<file path="config.mk">
export PLATFORM = sky130hd
export DESIGN_NAME = buf_pingpong_ctrl
export DESIGN_NICKNAME = d
export VERILOG_FILES = /design/src/rtl/buf_ctrl_pkg.sv /design/src/rtl/buf_pingpong_ctrl_frame_addr_ctr.sv /design/src/rtl/buf_pingpong_ctrl.sv
export SDC_FILE = /design/constraint.sdc
export NUM_CORES = 1
export LEC_CHECK = 0
export BUFFER_PORTS_ARGS = -buffer_cell sky130_fd_sc_hd__clkbuf_2
export CORE_ASPECT_RATIO = 0.8
export CORE_MARGIN = 2
export CORE_UTILIZATION = 53
export CTS_BUF_LIST = sky130_fd_sc_hd__clkbuf_4 sky130_fd_sc_hd__clkbuf_8 sky130_fd_sc_hd__clkbuf_16
export DETAILED_ROUTE_END_ITERATION = 12
export GPL_TIMING_DRIVEN = 1
export HOLD_SLACK_MARGIN = 0.06
export PLACE_DENSITY = 0.79
export SYNTH_ARGS = -nofsm -noshare
export SYNTH_HDL_FRONTEND = slang
export SYNTH_SLANG_ARGS = --single-unit
</file>
<file path="constraint.sdc">
create_clock -name clock -period 2.6 [get_ports clock]
set_input_delay 0.78 -clock clock [delete_from_list [all_inputs] [get_ports clock]]
set_output_delay 0.78 -clock clock [all_outputs]
set_load 0.05 [all_outputs]
</file>
<file path="src/rtl/buf_ctrl_pkg.sv">
// Shared constants for the ping-pong frame buffer controller and the buffer models.
package buf_ctrl_pkg;

    localparam int NPIX_DEF = 100;
    localparam int AW_DEF   = 20;

    localparam logic RD_IDLE = 1'b0;
    localparam logic RD_SCAN = 1'b1;

    // Index of the last pixel of a frame.
    function automatic int last_idx(input int npix);
        return npix - 1;
    endfunction

endpackage

</file>
<file path="src/rtl/buf_pingpong_ctrl_frame_addr_ctr.sv">
// Mod-NPIX pixel address counter: clr has priority over inc; wrap flags the last pixel.
module frame_addr_ctr
    import buf_ctrl_pkg::*;
#(
    parameter int NPIX = NPIX_DEF,
    parameter int AW   = AW_DEF
) (
    input  logic          clock,
    input  logic          resetn,
    input  logic          inc,
    input  logic          clr,
    output logic [AW-1:0] addr,
    output logic          wrap
);

    localparam logic [AW-1:0] LAST_A = AW'(last_idx(NPIX));

    logic [AW-1:0] cnt_q;
    logic [AW-1:0] cnt_d;

    // Next count: clear, advance, or wrap back to pixel 0 after the last pixel.
    always_comb begin
        wrap  = (cnt_q == LAST_A);
        cnt_d = cnt_q;
        if (clr) begin
            cnt_d = '0;
        end else if (inc) begin
            cnt_d = wrap ? '0 : cnt_q + AW'(1);
        end
    end

    // Counter register with synchronous active-low reset.
    always_ff @(posedge clock) begin
        if (!resetn) begin
            cnt_q <= '0;
        end else begin
            cnt_q <= cnt_d;
        end
    end

    assign addr = cnt_q;

endmodule

</file>
<file path="src/rtl/buf_pingpong_ctrl.sv">
// Ping-pong frame buffer controller: producer fills one buffer while the display
// scans the other; roles swap only on a frame boundary.
module buf_pingpong_ctrl
    import buf_ctrl_pkg::*;
#(
    parameter int NPIX = NPIX_DEF,
    parameter int AW   = AW_DEF
) (
    input  logic          clock,
    input  logic          resetn,
    input  logic          wr_valid,
    output logic          wr_ready,
    output logic          we0,
    output logic          we1,
    output logic [AW-1:0] waddr,
    input  logic          rd_req,
    output logic          re0,
    output logic          re1,
    output logic [AW-1:0] raddr,
    output logic          rd_valid,
    output logic          rd_sel,
    output logic          rd_sof,
    output logic          rd_eof,
    output logic          frame_swap,
    output logic          underrun
);

    logic wr_buf_q, wr_buf_d;
    logic wr_full_q, wr_full_d;
    logic rd_state_q, rd_state_d;
    logic rd_valid_q, rd_valid_d;
    logic rd_sel_q, rd_sel_d;
    logic rd_sof_q, rd_sof_d;
    logic rd_eof_q, rd_eof_d;
    logic frame_swap_q, frame_swap_d;
    logic underrun_q, underrun_d;

    logic          wa;
    logic          ra;
    logic          rd_buf;
    logic          swap;
    logic [AW-1:0] wr_cnt;
    logic [AW-1:0] rd_cnt;
    logic          wr_wrap;
    logic          rd_wrap;

    frame_addr_ctr #(.NPIX(NPIX), .AW(AW)) u_wr_ctr (
        .clock  (clock),
        .resetn (resetn),
        .inc    (wa),
        .clr    (swap),
        .addr   (wr_cnt),
        .wrap   (wr_wrap)
    );

    frame_addr_ctr #(.NPIX(NPIX), .AW(AW)) u_rd_ctr (
        .clock  (clock),
        .resetn (resetn),
        .inc    (ra),
        .clr    (swap),
        .addr   (rd_cnt),
        .wrap   (rd_wrap)
    );

    // Handshakes and buffer strobes; everything is gated by resetn so reset forces all pins low.
    always_comb begin
        rd_buf   = ~wr_buf_q;
        wr_ready = resetn & ~wr_full_q;
        wa       = wr_valid & wr_ready;
        ra       = rd_req & (rd_state_q == RD_SCAN) & resetn;
        we0      = wa & ~wr_buf_q;
        we1      = wa & wr_buf_q;
        re0      = ra & ~rd_buf;
        re1      = ra & rd_buf;
        waddr    = wr_cnt;
        raddr    = rd_cnt;
        // A full write buffer is handed over immediately if nobody is reading,
        // otherwise only as the reader takes the last pixel of its frame.
        swap     = wr_full_q & ((rd_state_q == RD_IDLE) | (ra & rd_wrap));
    end

    // Next state of buffer roles, fill flag, reader FSM and the one-cycle-late read flags.
    always_comb begin
        wr_buf_d     = wr_buf_q;
        wr_full_d    = wr_full_q;
        rd_state_d   = rd_state_q;
        rd_sel_d     = rd_sel_q;
        rd_valid_d   = ra;
        rd_sof_d     = ra & (rd_cnt == '0);
        rd_eof_d     = ra & rd_wrap;
        frame_swap_d = swap;
        underrun_d   = rd_req & (rd_state_q == RD_IDLE) & resetn;

        // Select is captured before any toggle, so the last pixel of a frame
        // still comes from the buffer it was read from.
        if (ra) begin
            rd_sel_d = rd_buf;
        end

        if (wa && wr_wrap) begin
            wr_full_d = 1'b1;
        end

        if (swap) begin
            wr_buf_d   = ~wr_buf_q;
            wr_full_d  = 1'b0;
            rd_state_d = RD_SCAN;
        end
    end

    // Control and output registers with synchronous active-low reset.
    always_ff @(posedge clock) begin
        if (!resetn) begin
            wr_buf_q     <= 1'b0;
            wr_full_q    <= 1'b0;
            rd_state_q   <= RD_IDLE;
            rd_valid_q   <= 1'b0;
            rd_sel_q     <= 1'b0;
            rd_sof_q     <= 1'b0;
            rd_eof_q     <= 1'b0;
            frame_swap_q <= 1'b0;
            underrun_q   <= 1'b0;
        end else begin
            wr_buf_q     <= wr_buf_d;
            wr_full_q    <= wr_full_d;
            rd_state_q   <= rd_state_d;
            rd_valid_q   <= rd_valid_d;
            rd_sel_q     <= rd_sel_d;
            rd_sof_q     <= rd_sof_d;
            rd_eof_q     <= rd_eof_d;
            frame_swap_q <= frame_swap_d;
            underrun_q   <= underrun_d;
        end
    end

    assign rd_valid   = rd_valid_q;
    assign rd_sel     = rd_sel_q;
    assign rd_sof     = rd_sof_q;
    assign rd_eof     = rd_eof_q;
    assign frame_swap = frame_swap_q;
    assign underrun   = underrun_q;

endmodule

</file>
==> impl_metrics.py <==
metrics = {
    "logic_synthesis": {
        "synth_top_family_by_area": "simple AND/OR/NAND/NOR gates",
        "netlist_area_sq_um": 2360,
        "synth_nets": 289,
        "postSynthAreaPerCell_sq_um": 8.38,
        "synthesis.instances": 282,
        "synthXorXnorAreaFrac_pct": 4.45,
        "ys_ff_latch": 49,
        "yosys_warnings": 0,
        "synth_fa_ha_area_share_pct": 1.59,
        "ys.flop_type": "dfxtp_1",
        "yosysSeqAreaShare_pct": 41.5,
        "muxShareOfSynthArea_pct": 0.424,
        "synthArstFlopShare_pct": 0,
        "synth_simple_gate_area_share_pct": 31.2,
        "synth_cell_type_count": 35,
        "synth_compound_area_share_pct": 16.8,
        "synth_edf_count": 0,
    },
    "floorplan": {
        "pin_count": 55,
        "dieArea_sq_um": 5010,
        "core_sq_um": 4230,
        "fp.dieW_microns": 78.7,
        "num_rows": 21,
        "die_h_microns": 63.7,
        "start_util_pct": 55.9,
    },
    "sta": {
        "drv_slew": 0,
        "relSlewSlack_pct": 69.9,
        "tightest_slew_ps": 450,
        "post-route-min-period_ps": 2430,
        "setup_viol": 0,
        "timing.fmax_mhz": 411,
        "clock-skew-final_ps": 5.20,
        "final.setup.worst_slack_ps": 167,
        "tns_ps": 0,
        "finalCritPeriodShare_pct": 93.6,
        "whs_ps": 501,
        "final_hold_viol_count": 0,
        "rsz0062_at_grt": "false",
    },
    "finish": {
        "layout.nets": 351,
        "multi_input_area_sq_um": 1290,
        "fillers": 362,
        "utilization_pct": 68.0,
        "area_growth_pct": 21.7,
        "seqCellArea_sq_um": 981,
        "drive_gt1_share_pct": 23.8,
        "diodes": 0,
    },
    "global_routing": {
        "overflow": 0,
        "antenna_found_initial": 0,
        "grt_pass1_vias": 2083,
        "grt_pass1_wl_microns": 9830,
        "grt_use_total_pct": 24.7,
        "grt_max_degree": 21,
    },
    "detailed_routing": {
        "ant_nets": 0,
        "wl_per_cell_microns": 14.8,
        "dr.pass1.iters": 4,
        "route.detailed.drc": 0,
        "viasPerCell": 6.05,
        "drtIter0Drc": 256,
        "wirelength_microns": 5960,
        "vias": 2432,
    },
    "clock_tree": {
        "clk-insertion-delay-late_ps": 300,
        "cts_tree": "yes",
        "hold_buffers": 0,
        "cts_root_buffer": "clkbuf_8",
        "clockBufferDepth": 2,
        "path_clk_slew_ps": 90,
        "cts_setup_buffers": 0,
        "h-tree-depth": 2,
        "cts_buffers": 5,
        "clock_sinks": 49,
        "cts_resized": 0,
    },
    "run": {
        "cap_violations": 0,
    },
    "setup_path": {
        "cp_max_fo": 8,
        "path_buf_inv": 3,
        "cp_common_cell": "clkbuf_2",
        "crit_family": "buffers and inverters",
        "cp_slowest_cell": "clkbuf_2",
        "worstSetupPathType": "input port to output pin",
        "arrival_ps": 1650,
        "path_cells": "clkbuf_2, buf_4, nand3b_1, nor2_1, clkbuf_2",
        "reg2reg_slack_ps": 550,
        "start_kind": "input port",
        "max_stage_delay_ps": 280,
        "end_kind": "output pin",
        "required_ps": 1820,
    },
    "outcome": {
        "outcome": "completed",
    },
    "pwr": {
        "power_uw": 1390,
        "p_sw_uw": 294,
        "p_comb_share_pct": 4.0,
        "power_frac_seq_pct": 54.4,
        "total_leakage_power_uw": 0.00108,
        "internal_power_uw": 1090,
        "p_sw_share_pct": 21.2,
        "p_per_area_nw_per_um2": 482,
        "clockPowerShare_pct": 41.6,
        "vdd_drop_max_v": 0.000329,
    },
    "place": {
        "dp_hpwl_microns": 4260,
        "io_buffers": 54,
        "place.gp.congestion": 0.819,
        "dp_slack_ps": 176,
    },
    "hold_path": {
        "hp-class": "flip-flop to flip-flop",
    },
}
[power by group through the flow]
stage          registers [uW]  clock network, uW  logic, uW
6_report                  754                576       55.2
5_1_grt                   755                616       58.9
4_1_cts                   754                582       54.5
3_5_place_dp              772                  0       54.1
3_3_place_gp              772                  0       53.8
2_1_floorplan             780                  0       26.4
[cells in the mapped netlist (all sizes together), types with 10 or more instances]
library cell | count | area share (%)
or4 | 13 | 4.1
nand4 | 14 | 4.0
or3 | 11 | 2.9
nor2 | 19 | 3.0
o31ai | 13 | 4.3
nand3 | 17 | 3.6
a211oi | 11 | 3.5
dfxtp | 49 | 42
o21ai | 17 | 3.6
nand2 | 22 | 3.6
a21oi | 17 | 3.6
nor3 | 10 | 2.1
[final cells by class]
class / count / area share (%)
clock inverters: 1 / 1.04
flip-flops and latches: 49 / 34.1
well taps: 57 / 2.48
repair buffers: 69 / 13.3
inverters: 9 / 1.17
multi-input cells: 210 / 44.7
clock buffers: 7 / 3.13
[final timing paths]
kind,from,endpoint,depth (start not counted)
worst max-delay path,resetn,we1,5
worst min-delay path,u_wr_ctr.addr[1],u_wr_ctr.addr[1],2
worst max register to register,u_rd_ctr.addr[14],wr_full_q,5
worst min register to register,u_wr_ctr.addr[1],u_wr_ctr.addr[1],2
[stage by stage]
step,instance area [sq um],std cells
CTS,2880,402
finish,2880,402
floorplan,2360,282
global placement,2760,394
detailed placement,2760,394
global route,2880,402
[cell usage in the layout, fill, tap and decap left out, drive strengths merged, types with 10 or more instances in the layout]
cell,count
a211oi,11
a21oi,17
buf,15
clkbuf,61
dfxtp,49
nand2,22
nand3,17
nand4,14
nor2,19
nor3,10
o21ai,17
o31ai,13
or3,11
or4,13
[per-layer routing]
metal  global-route usage [%]  share of wire [%]  vias to the layer above
met3                     5.65                6.6                        9
met2                     37.3                 44                       80
li1                         -                  -                     1188
met4                     8.33                1.3                        0
met5                        0                  0                        -
met1                     34.9                 48                     1155
[flip-flops by register name, summed over array words and instances (netlist names)]
| name | cells |
|---|---|
| rd_state_q | 1 |
| frame_swap | 1 |
| rd_sof | 1 |
| u_rd_ctr.addr | 20 |
| wr_full_q | 1 |
| wr_buf_q | 1 |
| rd_valid | 1 |
| u_wr_ctr.addr | 20 |
| underrun | 1 |
| rd_sel | 1 |
| rd_eof | 1 |
[worst register-to-register path, cell delays in order (launching register included)]
cell and delay (ps):
dfxtp_1 360, nor4_1 430, nand4_1 450, o21ai_1 320, buf_4 220, o21ba_2 170
[cell families after synthesis]
group                      after synthesis
adders and majority gates                3
and+or+nand+nor                        131
buffers and inverters                   23
muxes                                    1
DFF                                     49
xor gates and xnor gates                12
AOI/OAI and AO/OA                       63
Power figures use the tool's default switching activity.
